==> src/rtl/mem_wb_stage_if.sv <==
// mem_wb_stage_if: memory-side input, write-back output and control bundle of mem_wb_stage; MEM_WB_FWD_EN adds forwarding query signals
interface mem_wb_stage_if #(
  parameter int DATA_W = 32,
  parameter int REG_AW = 5,
  parameter int NSRC = 3,
  parameter int SEL_W = NSRC > 1 ? $clog2(NSRC) : 1
);
  logic in_valid;
  logic in_ready;
  logic in_regwrite;
  logic [SEL_W-1:0] in_wb_sel;
  logic [REG_AW-1:0] in_rd;
  logic [NSRC*DATA_W-1:0] in_src;
  logic flush;
  logic wb_stall;
  logic wb_valid;
  logic wb_en;
  logic [REG_AW-1:0] wb_rd;
  logic [DATA_W-1:0] wb_data;
  logic [1:0] occupancy;
`ifdef MEM_WB_FWD_EN
  logic [REG_AW-1:0] fwd_rs1;
  logic [REG_AW-1:0] fwd_rs2;
  logic fwd_hit1;
  logic fwd_hit2;
  logic [DATA_W-1:0] fwd_data1;
  logic [DATA_W-1:0] fwd_data2;
`endif
  modport slave (
    input in_valid, in_regwrite, in_wb_sel, in_rd, in_src, flush, wb_stall,
    output in_ready, wb_valid, wb_en, wb_rd, wb_data, occupancy
`ifdef MEM_WB_FWD_EN
    , input fwd_rs1, fwd_rs2
    , output fwd_hit1, fwd_hit2, fwd_data1, fwd_data2
`endif
  );
  modport master (
    output in_valid, in_regwrite, in_wb_sel, in_rd, in_src, flush, wb_stall,
    input in_ready, wb_valid, wb_en, wb_rd, wb_data, occupancy
`ifdef MEM_WB_FWD_EN
    , output fwd_rs1, fwd_rs2
    , input fwd_hit1, fwd_hit2, fwd_data1, fwd_data2
`endif
  );
endinterface

==> src/rtl/mem_wb_stage.sv <==
// mem_wb_stage: MEM/WB stage with valid/ready, 2-entry skid buffer, flush and N-way write-back select (clk, rst, bus slave); MEM_WB_FWD_EN adds forwarding
module mem_wb_stage #(
  parameter int DATA_W = 32,
  parameter int REG_AW = 5,
  parameter int NSRC = 3
) (
  input logic clk,
  input logic rst,
  mem_wb_stage_if.slave bus
);
  typedef struct packed {
    logic v;
    logic rw;
    logic [REG_AW-1:0] rd;
    logic [DATA_W-1:0] data;
  } ent_t;
  ent_t h_q, h_d, s_q, s_d, inc;
  logic [1:0] occ_q, occ_d;
  logic [DATA_W-1:0] sel_data;
  logic acc, con;
  always_comb begin
    sel_data = '0;
    for (int k = 0; k < NSRC; k++)
      if (int'(bus.in_wb_sel) == k) sel_data = bus.in_src[k*DATA_W +: DATA_W];
    inc = {1'b1, bus.in_regwrite, bus.in_rd, sel_data};
    acc = bus.in_valid & ~s_q.v & ~bus.flush;
    con = h_q.v & ~bus.wb_stall;
    h_d = h_q;
    s_d = s_q;
    if (bus.flush) begin
      h_d.v = 1'b0;
      s_d.v = 1'b0;
    end else if (con && s_q.v) begin
      h_d = s_q;
      s_d.v = 1'b0;
    end else if (con || !h_q.v) begin
      h_d = acc ? inc : h_q;
      h_d.v = acc;
    end else if (acc) begin
      s_d = inc;
    end
    occ_d = 2'(h_d.v) + 2'(s_d.v);
  end
  always_ff @(posedge clk) begin
    if (rst) begin
      h_q <= '0;
      s_q <= '0;
      occ_q <= '0;
    end else begin
      h_q <= h_d;
      s_q <= s_d;
      occ_q <= occ_d;
    end
  end
  assign bus.in_ready = ~s_q.v;
  assign bus.wb_valid = h_q.v;
  assign bus.wb_en = h_q.v & h_q.rw & |h_q.rd;
  assign bus.wb_rd = h_q.rd;
  assign bus.wb_data = h_q.data;
  assign bus.occupancy = occ_q;
`ifdef MEM_WB_FWD_EN
  function automatic logic [DATA_W:0] fwd(input logic [REG_AW-1:0] rs, input ent_t h, input ent_t s);
    logic hs, hh;
    hs = s.v & s.rw & |s.rd & (s.rd == rs);
    hh = h.v & h.rw & |h.rd & (h.rd == rs);
    return hs ? {1'b1, s.data} : hh ? {1'b1, h.data} : '0;
  endfunction
  assign {bus.fwd_hit1, bus.fwd_data1} = fwd(bus.fwd_rs1, h_q, s_q);
  assign {bus.fwd_hit2, bus.fwd_data2} = fwd(bus.fwd_rs2, h_q, s_q);
`endif
endmodule

==> src/flat_wrapper.sv <==
// flat-port wrapper written by rule: the top's interface ports become plain ports
module mem_wb_stage_flat 
#(
  parameter int DATA_W = 32,
  parameter int REG_AW = 5,
  parameter int NSRC = 3
)
  (clk, rst, bus_in_valid, bus_in_regwrite, bus_in_wb_sel, bus_in_rd, bus_in_src, bus_flush, bus_wb_stall, bus_in_ready, bus_wb_valid, bus_wb_en, bus_wb_rd, bus_wb_data, bus_occupancy);
  mem_wb_stage_if #(.DATA_W(DATA_W), .REG_AW(REG_AW), .NSRC(NSRC)) bus_i ();
  input logic clk;
  input logic rst;
  input wire logic [$bits(bus_i.in_valid)-1:0] bus_in_valid;
  input wire logic [$bits(bus_i.in_regwrite)-1:0] bus_in_regwrite;
  input wire logic [$bits(bus_i.in_wb_sel)-1:0] bus_in_wb_sel;
  input wire logic [$bits(bus_i.in_rd)-1:0] bus_in_rd;
  input wire logic [$bits(bus_i.in_src)-1:0] bus_in_src;
  input wire logic [$bits(bus_i.flush)-1:0] bus_flush;
  input wire logic [$bits(bus_i.wb_stall)-1:0] bus_wb_stall;
  output wire logic [$bits(bus_i.in_ready)-1:0] bus_in_ready;
  output wire logic [$bits(bus_i.wb_valid)-1:0] bus_wb_valid;
  output wire logic [$bits(bus_i.wb_en)-1:0] bus_wb_en;
  output wire logic [$bits(bus_i.wb_rd)-1:0] bus_wb_rd;
  output wire logic [$bits(bus_i.wb_data)-1:0] bus_wb_data;
  output wire logic [$bits(bus_i.occupancy)-1:0] bus_occupancy;
  assign bus_i.in_valid = bus_in_valid;
  assign bus_i.in_regwrite = bus_in_regwrite;
  assign bus_i.in_wb_sel = bus_in_wb_sel;
  assign bus_i.in_rd = bus_in_rd;
  assign bus_i.in_src = bus_in_src;
  assign bus_i.flush = bus_flush;
  assign bus_i.wb_stall = bus_wb_stall;
  assign bus_in_ready = bus_i.in_ready;
  assign bus_wb_valid = bus_i.wb_valid;
  assign bus_wb_en = bus_i.wb_en;
  assign bus_wb_rd = bus_i.wb_rd;
  assign bus_wb_data = bus_i.wb_data;
  assign bus_occupancy = bus_i.occupancy;
  mem_wb_stage #(.DATA_W(DATA_W), .REG_AW(REG_AW), .NSRC(NSRC)) u_core (.clk(clk), .rst(rst), .bus(bus_i));
endmodule
==> config.mk <==
export PLATFORM = sky130hd
export DESIGN_NAME = mem_wb_stage_flat
export DESIGN_NICKNAME = d
export VERILOG_FILES = /design/src/rtl/mem_wb_stage_if.sv /design/src/rtl/mem_wb_stage.sv /design/src/flat_wrapper.sv
export SDC_FILE = /design/constraint.sdc
export NUM_CORES = 1
export LEC_CHECK = 0
export CORE_ASPECT_RATIO = 1.75
export CORE_MARGIN = 2
export CORE_UTILIZATION = 48
export DETAILED_ROUTE_END_ITERATION = 10
export MAX_ROUTING_LAYER = met4
export PLACE_DENSITY = 0.82
export SLEW_MARGIN = 0
export SYNTH_ARGS = -nofsm -noshare
export SYNTH_HDL_FRONTEND = slang
export SYNTH_SLANG_ARGS = --single-unit
==> constraint.sdc <==
create_clock -name clk -period 2.1 [get_ports clk]
set_input_delay 0.315 -clock clk [delete_from_list [all_inputs] [get_ports clk]]
set_output_delay 0.315 -clock clk [all_outputs]
set_load 0.05 [all_outputs]
==> metrics.yaml, run 1 <==
detailed_routing:
  routed_wl_mm: 15.5
  viasPerCell: 6.67
  dr.pass1.iters: 8
  drtAntennaViolNets: 0
  drc_errors: 0
  wire_per_inst_um: 21.4
  drt_iter0_drc: 523
  vias: 4828
global_route:
  antenna_found_initial: 1
  grt_overflow: 0
  grt_usage_pct: 28.2
  grt_pass1_wl_mm: 24.3
  grt_pass1_vias: 4919
  grt_max_degree: 61
clock_tree:
  clock_sinks: 80
  cts_hold_buf: 0
  cts_resized: 0
  htreeDepth: 3
  clk_pin_slew_ns: 0.06
  root_buffer: "clkbuf_16"
  clkLatencyLatePin_ns: 0.34
  cts_buffer_depth: 2
  post_cts_buffers: 0
  cts_made_buffers: 9
  tritoncts: "yes"
floorplan:
  row_count: 49
  pin_count: 151
  core-area_sq_um: 10200
  die_y_um: 138
  die_w_um: 80.8
  dieArea_sq_um: 11200
  start_util_pct: 48.6
logic_synthesis:
  syn_inst: 507
  synth_largest_area_cell: "dfxtp_1"
  syn-num-nets: 617
  synth_enable_flop_cells: 0
  syn_area_sq_um: 4950
  synth_ff_type: "dfxtp_1"
  synth_cell_types: 40
  ys_async_sr_fraction_pct: 0
  ys_top_cells_by_area: "dfxtp_1 32%, a222oi_1 6.5%, mux2i_1 6.5%"
  syn_avg_cell_area_sq_um: 9.76
  seq_area_frac_synth_pct: 32.4
  synth_seq_cells: 80
  synth_top_area_share_pct: 32.4
  yosysWarnings: 0
placement:
  dp_hpwl_mm: 10.1
  pre_cts_ws_ns: 0.207
  placed_cells: 707
  placement.io_buffers: 150
  routabilityCongestion: 0.838
setup_path:
  crit_path_max_fanout: 10
  r2r_cells: 4
  startpoint_type: "register"
  worst-setup-path-type: "reg2out"
  cp-end-kind: "output port"
  crit_arrival_ns: 1.68
  cp.required_ns: 1.78
power_and_ir_drop:
  leakage_nw: 2.80
  powerDensity_nw_per_um2: 645
  vdd_ir_drop_max_mv: 0.553
final_layout:
  multi_input_area_sq_um: 2730
  stdcell_count: 724
  regArea_sq_um: 1600
  drive_gt1_share_pct: 14.6
  mostFrequentLayoutCells: "145 x clkdlybuf4s50_1, 80 x dfxtp_1"
  synthToLayoutAreaGrowth_pct: 32.9
  fillers: 859
  final_net_count: 701
  utilization_pct: 64.6
  layout_commonest_cell: "clkdlybuf4s50_1"
min_path:
  hold_path.class: "in2reg"
  whs_path_depth: 3
timing:
  worst_pin_slew_ns: 0.529
  rsz0062_at_grt: "no"
  slew_headroom_pct: 64.6
  fin_crit_sh_pct: 95.2
  min_period_ns: 2.00
  setup_ws_ns: 0.101
  max_freq_mhz: 500
  setup_violations: 0
  drv_slew: 0
  setup_tns_ns: 0
  hold_viol: 0
  skew_ns: 0.00575
status:
  status: "complete, no violations"
job:
  maxCapViolCount: 0
[kinds of logic after synthesis]
| group | Yosys count | share of synthesized area (%) |
|---|---|---|
| AO/OA/AOI/OAI | 195 | 35.4 |
| buffers and inverters | 108 | 12.8 |
| AND/OR/NAND/NOR | 86 | 11.6 |
| flip-flops | 80 | 32.4 |
| multiplexers | 37 | 7.68 |
| adder cells (fa/ha/maj) | 1 | 0.253 |
[power by group]
part	internal, W	switching [W]	total (W)	leakage, nW
clock network	0.000952	0.000630	0.00158	0.146
registers	0.00158	0.0000459	0.00163	0.652
logic	0.000486	0.000546	0.00103	2.00
[per-stage QoR]
| stage | total power, W | hold slack, ns | area, sq um |
|---|---|---|---|
| detailed placement | 0.00268 | 0.475 | 6280 |
| finish | 0.00424 | 0.320 | 6580 |
| CTS | 0.00425 | 0.309 | 6580 |
| floorplan | 0.00231 | 0.454 | 4950 |
| global route | 0.00437 | 0.349 | 6580 |
| global placement | 0.00266 | 0.461 | 6280 |
[layer usage]
metal  vias to the layer above  wire length, um  global-route usage (%)
met3                        45              978                    3.52
met2                       237             8210                    49.1
met4                         0              656                    14.6
li1                       2175                -                       -
met5                         -                0                       -
met1                      2371             5640                    30.4
[synth_stat cells (2+ instances only)]
cell,instances
dfxtp_1,80
clkbuf_1,40
buf_4,39
a222oi_1,32
a2bb2oi_1,32
mux2i_1,32
nand2b_1,32
nand3b_1,29
o2111ai_1,28
o211a_1,28
o221a_2,26
a21oi_1,18
buf_2,17
a211oi_1,10
buf_6,8
a22oi_1,6
nand3_1,6
o21ai_0,6
o221a_1,6
nor2b_1,5
mux2_2,4
nor2_1,3
inv_1,2
nor3_1,2
[critical path, stage by stage, from the launching register on]
cell and delay (ns):
dfxtp_1 0.55, inv_1 0.08, clkdlybuf4s50_1 0.72
[sequential cells by signal, indices dropped and copies added (netlist names)]
signal                count
u_core.h_q                1
u_core.bus.occupancy      2
u_core.bus.wb_data       32
u_core.s_q               39
u_core.bus.wb_rd          5
u_core.bus.wb_valid       1
[final timing paths]
path	start	end	slack [ns]
max	u_core.s_q[38]	bus_in_ready	0.10
min	bus_wb_stall	u_core.s_q[35]	0.32
max reg2reg	u_core.s_q[38]	u_core.bus.wb_data[23]	0.40
min reg2reg	u_core.s_q[37]	u_core.s_q[37]	0.49
[area by class of cell]
class / instances / area share [%]
clock inverters: 5 / 0.856
inverters: 3 / 0.171
repair buffers: 178 / 27.0
diodes: 1 / 0.0380
flip-flops and latches: 80 / 24.3
multi-input cells: 319 / 41.4
clock buffers: 11 / 3.69
well taps: 127 / 2.42
Note: power is estimated with default switching activity, not from simulation.
==> run 2: changes to the inputs <==
==> constraint.sdc (replaced) <==
create_clock -name clk -period 2.1 [get_ports clk]
set_input_delay 0.21 -clock clk [delete_from_list [all_inputs] [get_ports clk]]
set_output_delay 0.21 -clock clk [all_outputs]
set_load 0.05 [all_outputs]
==> run 2 against run 1 <==
  * Critical endpoint is now bus_wb_valid
  * Register-to-register slack worse by 0.08 ns
  * Die area stayed put
  * Setup slack better by 0.072 ns
  * Design area is 0.51% lower
  * Routed wire length is 1.1% higher
  * Clock power is 3% lower
==> metrics.yaml, run 2 (synthesis results as in run 1) <==
placement:
  dp_hpwl_mm: 10.7  # +5.4%
  routabilityCongestion: 0.856  # +2.1%
  placement.io_buffers: 150  # unchanged
  pre_cts_ws_ns: 0.170  # -0.0375 ns
  placed_cells: 709  # +0.28%
setup_path:
  path_delay_family: "buffers and inverters"
  crit_path_max_fanout: 9  # -1
  critPathMaxStageDelay_ns: 0.87  # +0.15 ns
  slowest_stage: "clkdlybuf4s50_1"
  cp_num_buf_inv: 1  # -1
  worst-setup-path-type: "reg2out"
  startpoint_type: "register"
  crit_arrival_ns: 1.72  # +0.04 ns
  cp-end-kind: "output port"
  crit_path_cell_trace: "clkdlybuf4s50_1"
  cp.required_ns: 1.89  # +0.11 ns
  rrSetupSlack_ns: 0.32  # -0.08 ns
detailed_routing:
  highest_layer: "met4"
  met1Wirelength_mm: 5.58  # -1.2%
  routed_wl_mm: 15.7  # +1.1%
  routed-wl-met3_um: 977  # -0.10%
  vias: 4896  # +1.4%
  wire_per_inst_um: 21.6  # +1.1%
  drtAntennaViolNets: 0  # unchanged
  dr.pass1.iters: 10  # +2
  drc_errors: 0  # unchanged
  met2_length_mm: 8.45  # +3.0%
  drt_iter0_drc: 514  # -1.7%
  viasPerCell: 6.76  # +1.4%
clock_tree:
  cts_resized: 0  # unchanged
  clk_pin_slew_ns: 0.06  # about the same
  post_cts_buffers: 0  # unchanged
  cts_made_buffers: 9  # unchanged
  htreeDepth: 3  # unchanged
  clock_sinks: 80  # unchanged
  root_buffer: "clkbuf_16"
  clkLatencyLatePin_ns: 0.34  # about the same
  cts_buffer_depth: 2  # unchanged
  tritoncts: "yes"
  cts_hold_buf: 0  # unchanged
final_layout:
  drive_gt1_share_pct: 14.6  # -0.024 points
  antenna_cells: 0  # -1
  layout_commonest_cell: "clkdlybuf4s50_1"
  fillers: 873  # +1.6%
  synthToLayoutAreaGrowth_pct: 32.2
  utilization_pct: 64.3  # -0.33 points
  multi_input_area_sq_um: 2730  # unchanged
  regMostFlops: "u_core.s_q"
  mostFrequentLayoutCells: "146 x clkdlybuf4s50_1, 80 x dfxtp_1"
  final_net_count: 703  # +0.29%
  largest_reg_flops: 39  # unchanged
  stdcell_count: 724  # unchanged
  regArea_sq_um: 1600  # unchanged
timing:
  setup_violations: 0  # unchanged
  worst_pin_slew_ns: 0.532  # +0.00268 ns
  skew_ns: 0.00267  # -0.00308 ns
  max_freq_mhz: 519  # +3.7%
  fin_crit_sh_pct: 91.8  # -3.4 points
  slew_headroom_pct: 64.5  # -0.18 points
  setup_tns_ns: 0  # unchanged
  min_period_ns: 1.93  # -0.0716 ns
  hold_viol: 0  # unchanged
  drv_slew: 0  # unchanged
  setup_ws_ns: 0.172  # +0.0716 ns
  rsz0062_at_grt: "no"
global_route:
  grt_overflow: 0  # unchanged
  grt_usage_pct: 28.2  # +0.040 points
  grt_pass1_wl_mm: 24.2  # -0.71%
  antenna_found_initial: 0  # -1
  grt_max_degree: 49  # -20%
  grt_pass1_vias: 5007  # +1.8%
floorplan:
  core-area_sq_um: 10200  # unchanged
  pin_count: 151  # unchanged
  die_y_um: 138  # unchanged
  start_util_pct: 48.6  # unchanged
  dieArea_sq_um: 11200  # unchanged
  die_w_um: 80.8  # unchanged
  row_count: 49  # unchanged
power_and_ir_drop:
  vdd_ir_drop_max_mv: 0.455  # -18%
  powerDensity_nw_per_um2: 642  # -0.45%
  leakage_nw: 2.80  # about the same
status:
  status: "complete, no violations"
job:
  maxCapViolCount: 0  # unchanged
min_path:
  hold_path.class: "in2reg"
==> run 2: cell count changes in the layout (fill, tap and decap cells not counted), sizes merged <==
cell | before | now
diode | 1 | 0
clkdlybuf4s50 | 145 | 146
buf | 33 | 34
clkinvlp | 1 | 0
==> run 2: per-layer routing <==
metal / GRT usage, % / vias up
li1: - / 2177
met1: 29.1 / 2406
met2: 48.5 / 259
met3: 4.37 / 54
met4: 17.8 / 0
met5: - / -
==> run 2: area by class of cell <==
cell class | count | area share [%]
clock inverters | 4 | 0.688
well taps | 127 | 2.43
clock buffers | 11 | 3.71
flip-flops and latches | 80 | 24.5
repair buffers | 180 | 26.9
inverters | 3 | 0.172
multi-input cells | 319 | 41.6
==> run 2: power breakdown <==
part / switching [W] / leakage [nW] / internal [W]
logic: 0.000553 / 2.00 / 0.000484
clock network: 0.000596 / 0.145 / 0.000940
registers: 0.0000458 / 0.652 / 0.00158
==> run 2: per-stage QoR <==
step           hold WS, ns  power, W  instance area [sq um]
2_1_floorplan        0.358   0.00231                   4950
3_3_place_gp         0.462   0.00266                   6260
3_5_place_dp         0.468   0.00269                   6260
4_1_cts              0.275   0.00421                   6540
5_1_grt              0.330   0.00433                   6540
6_report             0.274   0.00420                   6540
==> run 2: final timing paths <==
check / start / endpoint / depth (start not counted)
worst max-delay path: u_core.bus.wb_valid / bus_wb_valid / 1
worst min-delay path: bus_wb_stall / u_core.s_q[10] / 3
worst max register to register: u_core.bus.wb_valid / u_core.s_q[11] / 5
worst min register to register: u_core.s_q[34] / u_core.s_q[34] / 2
==> run 3: changes to the inputs <==
Settings changed: GPL_ROUTABILITY_DRIVEN set to 1.
==> results of run 3 <==
No change in the layout: final DEF, timing and power equal those of run 2.
